$ cat src/rtl/r2r_dac_sequencer.sv
`default_nettype none
// ============================================================================
// Module   : r2r_dac_sequencer
// Purpose  : Sample scheduler for an 8-bit R2R DAC. A programmable divider
//            produces a sample-rate tick. On each tick the DAC code comes from
//            one of three sources: a small streaming FIFO filled by a
//            valid/ready producer, an internal sawtooth generator, or an
//            internal triangle generator. It can also simply hold.
// Ports    : clk         - system clock
//            rst         - synchronous reset, active-high
//            cfg_load    - one-cycle pulse that loads the divider from cfg_data
//            cfg_data    - divider value (tick period = cfg_data + 1 cycles)
//            mode        - 00 hold, 01 stream, 10 sawtooth, 11 triangle
//            s_valid     - producer sample valid
//            s_data      - producer sample
//            s_ready     - FIFO can accept a sample
//            dac_out     - registered code to the R2R ladder bits b0..b7
//            sample_tick - registered, high when dac_out takes a new sample slot
//            underflow   - sticky, set by a stream tick with an empty FIFO
//            uf_count    - saturating underflow event counter
//                          (present only when R2R_DAC_UFCNT_EN is defined)
// Options  : `define R2R_DAC_UFCNT_EN adds the uf_count output and its counter.
// Revision : 1.0 - initial release
// ============================================================================
module r2r_dac_sequencer #(
   parameter int           FIFO_DEPTH = 4,
   parameter int           STEP       = 1,
   parameter logic [7:0]   RESET_CODE = 8'h00
) (
   input  logic            clk,
   input  logic            rst,
   input  logic            cfg_load,
   input  logic [7:0]      cfg_data,
   input  logic [1:0]      mode,
   input  logic            s_valid,
   input  logic [7:0]      s_data,
   output logic            s_ready,
   output logic [7:0]      dac_out,
   output logic            sample_tick,
   output logic            underflow
`ifdef R2R_DAC_UFCNT_EN
   ,
   output logic [7:0]      uf_count
`endif
);

   localparam int          c_AW      = $clog2(FIFO_DEPTH);
   localparam logic [7:0]  c_STEP8   = 8'(STEP);
   localparam logic [8:0]  c_STEP9   = 9'(STEP);

   localparam logic [1:0]  c_MODE_HOLD   = 2'b00;
   localparam logic [1:0]  c_MODE_STREAM = 2'b01;
   localparam logic [1:0]  c_MODE_SAW    = 2'b10;
   localparam logic [1:0]  c_MODE_TRI    = 2'b11;

   typedef enum logic {
      DIR_UP   = 1'b0,
      DIR_DOWN = 1'b1
   } dir_t;

   // ------------------------------------------------------------------------
   // State
   // ------------------------------------------------------------------------
   logic [7:0]       r_div;
   logic [7:0]       r_cnt;
   logic [1:0]       r_mode_q;
   logic [7:0]       r_phase;
   dir_t             r_dir;
   logic [7:0]       r_dac;
   logic             r_tick;
   logic             r_underflow;
   logic [c_AW:0]    r_wptr;
   logic [c_AW:0]    r_rptr;
   logic [7:0]       r_mem [FIFO_DEPTH];
`ifdef R2R_DAC_UFCNT_EN
   logic [7:0]       r_uf_count;
`endif

   // ------------------------------------------------------------------------
   // Combinational control
   // ------------------------------------------------------------------------
   logic             w_mode_chg;
   logic             w_tick;
   logic             w_empty;
   logic             w_full;
   logic             w_push;
   logic             w_pop;
   logic             w_uf_event;
   logic [8:0]       w_sum;
   logic [7:0]       w_phase_nxt;
   dir_t             w_dir_nxt;

   // r_mode_q follows mode even through reset, so leaving reset with a
   // steady mode is not mistaken for a mode change.
   assign w_mode_chg = (mode != r_mode_q);

   // The tick is suppressed in a load cycle and in a mode-change cycle.
   assign w_tick     = (r_cnt == r_div) && !cfg_load && !w_mode_chg;

   // Pointers carry one extra wrap bit to tell full from empty.
   assign w_empty    = (r_wptr == r_rptr);
   assign w_full     = (r_wptr[c_AW] != r_rptr[c_AW]) &&
                       (r_wptr[c_AW-1:0] == r_rptr[c_AW-1:0]);

   // Readiness depends only on occupancy, never on a same-cycle pop.
   assign s_ready    = !rst && !w_full;
   assign w_push     = s_valid && s_ready;

   // Emptiness is judged on the current state, so a push in a tick cycle is
   // never bypassed to the output.
   assign w_pop      = w_tick && (mode == c_MODE_STREAM) && !w_empty;
   assign w_uf_event = w_tick && (mode == c_MODE_STREAM) && w_empty;

   assign w_sum      = {1'b0, r_phase} + c_STEP9;

   always_comb begin
      w_phase_nxt = r_phase;
      w_dir_nxt   = r_dir;
      if (mode == c_MODE_SAW) begin
         w_phase_nxt = w_sum[7:0];
      end else if (mode == c_MODE_TRI) begin
         if (r_dir == DIR_UP) begin
            if (w_sum >= 9'd255) begin
               w_phase_nxt = 8'd255;
               w_dir_nxt   = DIR_DOWN;
            end else begin
               w_phase_nxt = w_sum[7:0];
            end
         end else begin
            if (r_phase <= c_STEP8) begin
               w_phase_nxt = 8'd0;
               w_dir_nxt   = DIR_UP;
            end else begin
               w_phase_nxt = r_phase - c_STEP8;
            end
         end
      end
   end

   // ------------------------------------------------------------------------
   // FIFO storage (no reset needed; validity is tracked by the pointers)
   // ------------------------------------------------------------------------
   always_ff @(posedge clk) begin
      if (w_push) begin
         r_mem[r_wptr[c_AW-1:0]] <= s_data;
      end
   end

   // ------------------------------------------------------------------------
   // Divider, generators, FIFO pointers and output registers
   // ------------------------------------------------------------------------
   always_ff @(posedge clk) begin
      r_mode_q <= mode;
      if (rst) begin
         r_div       <= 8'd0;
         r_cnt       <= 8'd0;
         r_phase     <= 8'd0;
         r_dir       <= DIR_UP;
         r_dac       <= RESET_CODE;
         r_tick      <= 1'b0;
         r_underflow <= 1'b0;
         r_wptr      <= '0;
         r_rptr      <= '0;
`ifdef R2R_DAC_UFCNT_EN
         r_uf_count  <= 8'd0;
`endif
      end else begin
         r_tick <= w_tick;

         // Divider counter
         if (cfg_load) begin
            r_div <= cfg_data;
            r_cnt <= 8'd0;
         end else if (w_mode_chg || w_tick) begin
            r_cnt <= 8'd0;
         end else begin
            r_cnt <= r_cnt + 8'd1;
         end

         // Generator phase restarts on every mode change
         if (w_mode_chg) begin
            r_phase <= 8'd0;
            r_dir   <= DIR_UP;
         end else if (w_tick) begin
            r_phase <= w_phase_nxt;
            r_dir   <= w_dir_nxt;
         end

         // Output code selection
         if (w_tick) begin
            case (mode)
               c_MODE_HOLD   : r_dac <= r_dac;
               c_MODE_STREAM : if (!w_empty) r_dac <= r_mem[r_rptr[c_AW-1:0]];
               default       : r_dac <= w_phase_nxt;
            endcase
         end

         // Underflow flag and counter; a load cannot coincide with an
         // underflow event because the load suppresses the tick.
         if (cfg_load) begin
            r_underflow <= 1'b0;
         end else if (w_uf_event) begin
            r_underflow <= 1'b1;
         end
`ifdef R2R_DAC_UFCNT_EN
         if (cfg_load) begin
            r_uf_count <= 8'd0;
         end else if (w_uf_event && (r_uf_count != 8'hFF)) begin
            r_uf_count <= r_uf_count + 8'd1;
         end
`endif

         // FIFO pointers
         if (w_push) begin
            r_wptr <= r_wptr + 1'b1;
         end
         if (w_pop) begin
            r_rptr <= r_rptr + 1'b1;
         end
      end
   end

   assign dac_out     = r_dac;
   assign sample_tick = r_tick;
   assign underflow   = r_underflow;
`ifdef R2R_DAC_UFCNT_EN
   assign uf_count    = r_uf_count;
`endif

endmodule
`default_nettype wire

$ cat config.mk
export PLATFORM = sky130hd
export DESIGN_NAME = r2r_dac_sequencer
export DESIGN_NICKNAME = d
export VERILOG_FILES = /design/src/rtl/r2r_dac_sequencer.sv
export SDC_FILE = /design/constraint.sdc
export NUM_CORES = 1
export LEC_CHECK = 0
export ABC_CLOCK_PERIOD_IN_PS = 5000
export BUFFER_PORTS_ARGS = -buffer_cell sky130_fd_sc_hd__buf_2
export CAP_MARGIN = 30
export CORE_ASPECT_RATIO = 1.25
export CORE_UTILIZATION = 54
export CTS_BUF_LIST = sky130_fd_sc_hd__clkbuf_16
export DETAILED_ROUTE_END_ITERATION = 10
export PLACE_DENSITY = 0.73
export SLEW_MARGIN = 25
export SYNTH_ARGS = -nofsm -noshare
export SYNTH_HDL_FRONTEND = slang
export SYNTH_SLANG_ARGS = --single-unit
$ cat constraint.sdc
create_clock -name clk -period 5 [get_ports clk]
set_input_delay 1.5 -clock clk [delete_from_list [all_inputs] [get_ports clk]]
set_output_delay 1.5 -clock clk [all_outputs]
set_load 0.05 [all_outputs]
==> results of run 1 <==
routing by layer:
layer	track usage, %	up-vias
met4	8.85	0
met5	0	-
li1	-	1433
met3	7.64	21
met2	38.8	97
met1	29.3	1393
placed cells by master (no fill, tap or decap), types with 12 or more instances in the layout:
cell / n
a21oi_1: 16
xor2_1: 16
nor2_1: 46
dfxtp_1: 45
nand3_1: 12
xnor2_1: 13
buf_2: 32
edfxtp_1: 32
nor3_1: 12
nand2_1: 22
path summary, 6_finish.rpt:
| kind | startpoint | to | slack [ns] | cells after the start |
|---|---|---|---|---|
| setup / recovery | rst | s_ready | 1.0 | 3 |
| hold / removal | r_cnt[0]$_SDFF_PP0_ | r_cnt[0]$_SDFF_PP0_ | 0.48 | 1 |
| setup reg to reg | r_phase[0]$_SDFFE_PP0P_ | r_phase[3]$_SDFFE_PP0P_ | 1.99 | 7 |
| hold reg to reg | r_cnt[0]$_SDFF_PP0_ | r_cnt[0]$_SDFF_PP0_ | 0.48 | 1 |
cells by family (layout without fill, tap and decap cells):
logic type	Yosys count	in the layout	share of synthesized area (%)
flip-flops	77	77	48.2
adder cells (fa/ha/maj)	10	10	3.24
AND/OR/NAND/NOR	135	135	17.6
AO/OA/AOI/OAI	71	71	13.0
XOR/XNOR	29	29	6.57
buffers and inverters	33	57	3.30
multiplexers	21	21	8.09
critical path: cells and delay by family:
kind                   cells  cell delay [ns]
buffers and inverters      2             0.61
AOI/OAI and AO/OA          1             0.38
power breakdown:
part           total [uW]  leakage (uW)  internal (uW)  switching, uW
combinational        94.5      0.000808           35.1           59.3
clock                 634      0.000148            384            250
sequential            679      0.000656            669           9.05
area by class of cell:
cell class / instances / area (um^2)
Clock buffer: 9 / 225
Inverter: 9 / 33.8
Multi-Input combinational cell: 266 / 1880
Fill cell: 557 / 2600
Tap cell: 90 / 113
Clock inverter: 7 / 67.6
Timing Repair Buffer: 32 / 160
Sequential cell: 77 / 1860
stage by stage:
stage | worst slack [ns] | std cells | util (%) | hold WS, ns
after global placement | 1.04 | 474 | 58.3 | 0.438
after global routing | 0.909 | 490 | 62.6 | 0.499
after CTS | 1.02 | 490 | 62.6 | 0.473
final | 0.998 | 490 | 62.6 | 0.477
after floorplan | 1.08 | 376 | - | 0.436
after detailed placement | 1.03 | 474 | 58.3 | 0.464
sequential cells by signal, indices dropped and copies added (netlist names), named ones only:
name         count
r_mem           32
r_rptr           3
r_cnt            8
r_mode_q         2
dac_out          8
r_dir            1
r_wptr           3
sample_tick      1
r_div            8
underflow        1
r_phase          8
==> run summary, run 1 <==
# IOs - 33
final worst path period need - 4.00 ns
Finished Cell Area - 4340 um^2
P&R area growth vs syn - 12.2%
Die W - 77.7 um
CTS Buffer Depth - 2
# resized after CTS - 0
Num CTS Buffers - 9
PwrDens - 324 nW/um^2
type of the worst setup path - in -> out
DR pass1 iterations - 5
FFs w/ async S/R, synth - 0%
CTS tree - done
Max Used Layer - met4
status - finished, final reports clean
syn_area_per_cell - 10.3 um^2
clock root buffer - clkbuf_16
global-route wire length before repair - 13600 um
Slowest-stage cell, CP - a31oi_1
Synth top area share - 24.9%
dominant synthesized flop cell - dfxtp_1
Crit path top cell by count - buf_2
vias in the first global route - 2758
final WL - 8070 um
Worst Hold Class - reg -> reg
Peak VDD IR - 261 uV
element type at the critical path end - output port
syn nets - 408
GR Util All Layers - 23.8%
Via Count - 2944
actual transition at the worst max-transition pin - 0.790 ns
top-count cell post-synth - nor2_1
accumulated negative setup slack - 0 ns
CP peak stage delay - 0.38 ns
post-synth top area cell - edfxtp_1
H-tree depth - 3
Setup Buffers After CTS - 0
clk_lat worst skew - 0.33 ns
Via-to-Cell Ratio - 6.01
Pwr Total - 1410 uW
dominant cells by area after synthesis - edfxtp_1, dfxtp_1, mux4_2
DIE AREA - 7500 um^2
unrepaired setup endpoints after global routing - false
Placed Area - 4050 um^2
Critical Path AT - 2.50 ns
synthesized area - 3870 um^2
Yosys Warn Count - 0
n_diodes - 0
Slew HR - 46.8%
Worst-path clk slew - 0.06 ns
commonest cells in the netlist - nor2_1, dfxtp_1, edfxtp_1
Pleak - 0.00161 uW
DR DRC count - 0
number of flops mapped to enable cells by yosys - 32
Yosys reg bits - 77
number of port buffers - 32
cells along the critical path - buf_2 > a31oi_1 > buf_2
DR WL/cell - 16.5 um
routed wl met2 - 4070 um
layout cells sized above 1 - 16.0%
1st-iter DRT viols - 365
pin count of the biggest net entering global routing - 35
Nets - 427
hold buffers post-CTS - 0
max_cap viols - 0
crit-path max FO - 32
Rows - 34
crit start category - input pin
Syn Inst Count - 376
grt total ovfl - 0
initial core utilization - 55.8%
Yosys cell types - 56
hpwl dp - 5600 um
post-synthesis sequential area ratio - 48.2%
WP data required - 3.50 ns
core box area - 6930 um^2
Achievable Freq - 250 MHz
Final Setup Violations - 0
clock sinks - 77
antenna viol nets, final - 0
initial antenna violation count - 0
Die Y - 96.6 um
period utilization - 80.0%
Placer Congestion - 0.857
wire length on met3 - 448 um
Max Slew Vio Count - 0
wl on met1 - 3370 um
Layout Skew - 0.00503 ns
final hold violation count - 0
(Power assumes the default switching activity.)
==> inputs of run 2 (changes only) <==
- ABC_AREA: unset -> 1
- ABC_CLOCK_PERIOD_IN_PS: 5000 -> 3670
- PLACE_DENSITY: 0.73 -> 0.76
- clock period: 5 -> 3.67 ns (I/O delays scaled with it)
==> run 2 against run 1 <==
  * Setup slack got worse by 0.13 ns
  * Clock skew increased by 0.0017 ns
  * Combinational power increased by 20%
  * Clock power increased by 31%
  * Final cell count increased by 17%
  * Via count increased by 4.4%
  * Register-to-register slack got worse by 0.47 ns
  * Hold slack got worse by 0.014 ns
  * Wire length decreased by 4.0%
  * Critical path type unchanged
==> run summary, run 2 <==
CP bufs+invs - 4 (+2)
H-tree depth - 3 (unchanged)
element type at the critical path end - output port
initial core utilization - 56.9% (+1.2 points)
type of the worst setup path - in -> out
synthesized area - 3810 um^2 (-1.5%)
Worst Hold Class - reg -> reg
initial antenna violation count - 0 (unchanged)
GR Util All Layers - 22.6% (-1.2 points)
Die Y - 95.9 um (-0.75%)
FFs w/ async S/R, synth - 0% (unchanged)
global-route wire length before repair - 12800 um (-6.4%)
pin count of the biggest net entering global routing - 24 (-31%)
Pleak - 0.00183 uW (+14%)
Achievable Freq - 357 MHz
fin util - 64.3% (+1.8 points)
CTS Buffer Depth - 2 (unchanged)
Syn Inst Count - 451 (+20%)
post-synthesis sequential area ratio - 48.9% (+0.74 points)
accumulated negative setup slack - 0 ns (unchanged)
Finished Layout Cells - 574 (+17%)
syn_area_per_cell - 8.44 um^2 (-18%)
leading cell types in the layout, fill and taps excluded - nand2_1, nor2_1, inv_1, dfxtp_1, o21ai_0
DIE AREA - 7390 um^2 (-1.5%)
Via Count - 3073 (+4.4%)
number of port buffers - 32 (unchanged)
dominant synthesized flop cell - dfxtp_1
Yosys reg bits - 77 (unchanged)
final worst path period need - 2.80 ns
Yosys cell types - 40 (-29%)
1st-iter DRT viols - 198 (-46%)
cells along the critical path - buf_2 > inv_1 > nand2_1 > inv_1 > buf_2
syn nets - 483 (+18%)
final hold violation count - 0 (unchanged)
vias in the first global route - 2801 (+1.6%)
placed cell count - 558 (+18%)
CTS tree - done
DR pass1 iterations - 5 (unchanged)
max reg flops - 32 (unchanged)
Worst-path clk slew - 0.06 ns (about the same)
dominant cells by area after synthesis - edfxtp_1, dfxtp_1, nand2_1
period utilization - 76.4%
Peak VDD IR - 322 uV (+24%)
post-synth top area cell - edfxtp_1
crit start category - input pin
DR DRC count - 0 (unchanged)
Layout Skew - 0.00670 ns (+0.00167 ns)
# resized after CTS - 0 (unchanged)
P&R area growth vs syn - 13.0%
number of flops mapped to enable cells by yosys - 32 (unchanged)
Slowest-stage cell, CP - buf_2
Max Slew Vio Count - 0 (unchanged)
max_cap viols - 0 (unchanged)
layout cells sized above 1 - 16.4% (+0.43 points)
hold buffers post-CTS - 0 (unchanged)
# IOs - 33 (unchanged)
final WL - 7750 um (-4.0%)
Via-to-Cell Ratio - 5.35 (-11%)
Placer Congestion - 0.949 (+11%)
clk_lat worst skew - 0.33 ns (about the same)
Worst path top cell family by delay - buffers and inverters
Die W - 77.1 um (-0.74%)
clock root buffer - clkbuf_16
PwrDens - 434 nW/um^2 (+34%)
Slew HR - 48.2% (+1.4 points)
WP data required - 2.57 ns (-0.93 ns)
commonest cells in the netlist - nand2_1, nor2_1, inv_1
Num CTS Buffers - 9 (unchanged)
Rows - 33 (-2.9%)
Setup Buffers After CTS - 0 (unchanged)
actual transition at the worst max-transition pin - 0.774 ns (-0.0158 ns)
Yosys Warn Count - 0 (unchanged)
DR WL/cell - 13.5 um (-18%)
hpwl dp - 5670 um (+1.4%)
unrepaired setup endpoints after global routing - false
Critical Path AT - 1.70 ns (-0.80 ns)
status - finished, final reports clean
core box area - 6690 um^2 (-3.5%)
n_diodes - 0 (unchanged)
crit-path max FO - 3 (-91%)
CP peak stage delay - 0.26 ns (-0.12 ns)
Nets - 514 (+20%)
grt total ovfl - 0 (unchanged)
Synth top area share - 25.2% (+0.38 points)
antenna viol nets, final - 0 (unchanged)
Final Setup Violations - 0 (unchanged)
clock sinks - 77 (unchanged)
-- run 2: cell types whose count changed in the layout (fill, tap and decap cells not counted), sizes merged, moves of 6 or more --
cell	before	now
nand3	13	32
mux2i	11	5
and3	7	0
mux4	8	0
xor2	16	8
o21ai	7	53
nor2	46	66
a21oi	16	24
nand2	22	65
nor3	12	3
inv	12	60
-- run 2: area by class of cell --
class / instances / area, um^2
fillers: 581 / 2380
flip-flops and latches: 77 / 1860
multi-input cells: 301 / 1650
clock buffers: 9 / 225
inverters: 58 / 218
repair buffers: 35 / 183
well taps: 87 / 109
clock inverters: 7 / 60.1
-- run 2: cells by family (layout without fill, tap and decap cells) --
logic type      Yosys count  after routing  share of synthesized area [%]
compound gates          100            100                           15.4
flops                    77             77                           48.9
fa+ha+maj                10             10                           3.29
xor+xnor                 16             16                           3.68
mux                       5              5                           1.31
buf+inv                  73            109                           7.82
simple gates            170            170                           19.6
-- run 2: metrics by stage --
stage,total power (uW),area [um^2],setup WS (ns),hold slack [ns]
after global routing,1930,4300,0.828,0.490
after detailed placement,1050,4020,0.889,0.455
after global placement,1050,4020,0.874,0.455
after floorplan,1010,3810,0.993,0.441
final,1870,4300,0.867,0.463
after CTS,1890,4300,0.855,0.465
-- run 2: power by group --
part | internal, uW | switching, uW | total (uW)
clock | 517 | 314 | 831
sequential | 912 | 10.7 | 923
combinational | 37.7 | 75.5 | 113
-- run 2: path summary, 6_finish.rpt --
kind | from | endpoint | slack (ns) | depth (start not counted)
setup / recovery | rst | s_ready | 0.87 | 5
hold / removal | underflow$_SDFFE_PP0P_ | underflow$_SDFFE_PP0P_ | 0.46 | 2
hold reg to reg | underflow$_SDFFE_PP0P_ | underflow$_SDFFE_PP0P_ | 0.46 | 2
setup reg to reg | r_phase[0]$_SDFFE_PP0P_ | dac_out[4]$_SDFFE_PP0P_ | 1.52 | 12
-- run 2: routing by layer --
layer / part of all wire, % / GRT usage [%] / vias to the layer above
met5: 0 / 0 / -
met4: 1.4 / 8.49 / 0
met3: 3.3 / 5.40 / 10
met2: 50 / 39.8 / 66
met1: 45 / 27.0 / 1430
li1: - / - / 1567
-- run 2: worst reg2reg max path: stages, from the launching register on --
cell and delay (ns):
dfxtp_1 0.52, inv_2 0.13, ha_1 0.28, nor2_1 0.10
or2_1 0.13, nor2_1 0.06, nor2_1 0.27, o21ai_0 0.14
nand3_1 0.11, nand2_1 0.05, nand2_1 0.12, nand2_1 0.08
a21oi_2 0.11
==> inputs of run 3 (changes only) <==
- ABC_CLOCK_PERIOD_IN_PS: 3670 -> 2250
- clock period: 3.67 -> 2.25 ns (I/O delays scaled with it)
==> run 3 against run 2 <==
  * Critical path depth unchanged
  * Die area stayed put
  * Critical path type is now reg -> out
  * Sequential power grew 63%
  * Highest routed layer unchanged
  * Sequential share of layout area is 0.49 points lower
  * Largest cell class unchanged
  * Clock skew increased by 0.0016 ns
==> run summary, run 3 (synthesis gave the netlist of run 2 again) <==
placed cell count - 565 (+1.3%)
CTS tree - done
DIE AREA - 7390 um^2 (unchanged)
Die Y - 95.9 um (unchanged)
Achievable Freq - 493 MHz
1st-iter DRT viols - 191 (-3.5%)
Worst Hold Class - reg -> reg
actual transition at the worst max-transition pin - 0.525 ns (-0.249 ns)
Max Slew Vio Count - 0 (unchanged)
crit-path max FO - 3 (unchanged)
grt total ovfl - 0 (unchanged)
vias in the first global route - 2979 (+6.4%)
max reg flops - 32 (unchanged)
status - finished, final reports clean
DR WL/cell - 13.7 um (+1.8%)
final WL - 7970 um (+2.9%)
PwrDens - 704 nW/um^2 (+62%)
Slew HR - 64.9% (+17 points)
Die W - 77.1 um (unchanged)
pin count of the biggest net entering global routing - 24 (unchanged)
# IOs - 33 (unchanged)
number of port buffers - 32 (unchanged)
crit start category - flip-flop
Num CTS Buffers - 9 (unchanged)
clk_lat worst skew - 0.34 ns (about the same)
Filler Cell Count - 577 (-0.69%)
element type at the critical path end - output port
GR Util All Layers - 23.1% (+0.49 points)
Rows - 33 (unchanged)
Layout Skew - 0.00828 ns (+0.00158 ns)
Placer Congestion - 0.921 (-3.0%)
Finished Layout Cells - 580 (+1.0%)
max_cap viols - 0 (unchanged)
initial core utilization - 56.9% (unchanged)
Hold WS - 0.469 ns (+0.00584 ns)
core box area - 6690 um^2 (unchanged)
WP data required - 1.57 ns (-1.00 ns)
clock root buffer - clkbuf_16
accumulated negative setup slack - 0 ns (unchanged)
leading cell types in the layout, fill and taps excluded - nand2_1, nor2_1, inv_1, dfxtp_1, o21ai_0
period utilization - 90.1%
DR pass1 iterations - 4 (-1)
final hold violation count - 0 (unchanged)
Nets - 521 (+1.4%)
P&R area growth vs syn - 14.5%
Pleak - 0.00186 uW (+1.8%)
initial antenna violation count - 0 (unchanged)
Via Count - 3125 (+1.7%)
hpwl dp - 5640 um (-0.63%)
final worst path period need - 2.03 ns
CTS Buffer Depth - 2 (unchanged)
Critical Path AT - 1.35 ns (-0.35 ns)
clock sinks - 77 (unchanged)
type of the worst setup path - reg -> out
Peak VDD IR - 641 uV (+99%)
Via-to-Cell Ratio - 5.39 (+0.64%)
unrepaired setup endpoints after global routing - false
Worst-path clk slew - 0.05 ns (about the same)
n_diodes - 0 (unchanged)
Final Setup Violations - 0 (unchanged)
H-tree depth - 3 (unchanged)
global-route wire length before repair - 13200 um (+3.6%)
layout cells sized above 1 - 18.3% (+1.8 points)
DR DRC count - 0 (unchanged)
antenna viol nets, final - 0 (unchanged)
-- run 3: changes by cell type in the layout (fill, tap and decap cells not counted) --
| cell | change |
|---|---|
| buf_4 | +7 |
| inv_1 | -1 |
| o21ai_1 | -1 |
| o21ai_2 | +1 |
| dfxtp_1 | -2 |
| dfxtp_2 | +2 |
-- run 3: power breakdown --
| group | total (uW) | switching (uW) | internal [uW] |
|---|---|---|---|
| sequential | 1500 | 17.4 | 1490 |
| clock | 1370 | 532 | 841 |
| combinational | 191 | 124 | 67.5 |
| total | 3070 | 673 | 2400 |
-- run 3: area by class of cell --
cell class	instances	area (um^2)	area share [%]
timing repair buffer	42	235	5.40
clock buffer	9	225	5.17
tap	87	109	2.50
sequential	77	1860	42.8
multi-input combinational	301	1650	37.9
clock inverter	6	56.3	1.29
inverter	58	218	4.99
-- run 3: metrics by stage --
step | instance area [um^2] | worst slack [ns] | power [uW] | util [%]
3_5_place_dp | 4070 | 0.171 | 1720 | 60.9
5_1_grt | 4360 | 0.0597 | 3150 | 65.2
2_1_floorplan | 3810 | 0.0179 | 1650 | -
3_3_place_gp | 4070 | 0.240 | 1720 | 60.9
6_report | 4360 | 0.223 | 3070 | 65.2
4_1_cts | 4350 | 0.201 | 3080 | 65.1
-- run 3: path summary, 6_finish.rpt --
path                            from                       to  slack [ns]  depth (start not counted)
max           r_rptr[2]$_SDFFE_PP0P_                  s_ready        0.22                          5
min           r_wptr[2]$_SDFFE_PP0P_   r_wptr[2]$_SDFFE_PP0P_        0.47                          1
max reg2reg  r_phase[1]$_SDFFE_PP0P_  dac_out[5]$_SDFFE_PP0P_        0.26                         12
min reg2reg   r_wptr[2]$_SDFFE_PP0P_   r_wptr[2]$_SDFFE_PP0P_        0.47                          1
-- run 3: worst max-delay path, stage by stage (launching register included) --
cell     delay, ns
dfxtp_1       0.36
xor2_1        0.23
nand3_1       0.10
nand2_1       0.08
inv_1         0.05
buf_2         0.21
-- run 3: routing by layer --
layer / routed length [um] / GRT usage (%) / vias up
met1: 3440 / 26.2 / 1450
met2: 4000 / 42.1 / 80
met3: 371 / 5.02 / 18
met4: 164 / 10.1 / 0
li1: - / - / 1577
met5: 0 / 0 / -
-- run 3: timing repair --
item | in CTS | in global routing
gates resized for setup | 0 | 3
buffers inserted | 0 | 0
hold buffers | 0 | 0
setup endpoints to repair | 0 | 6
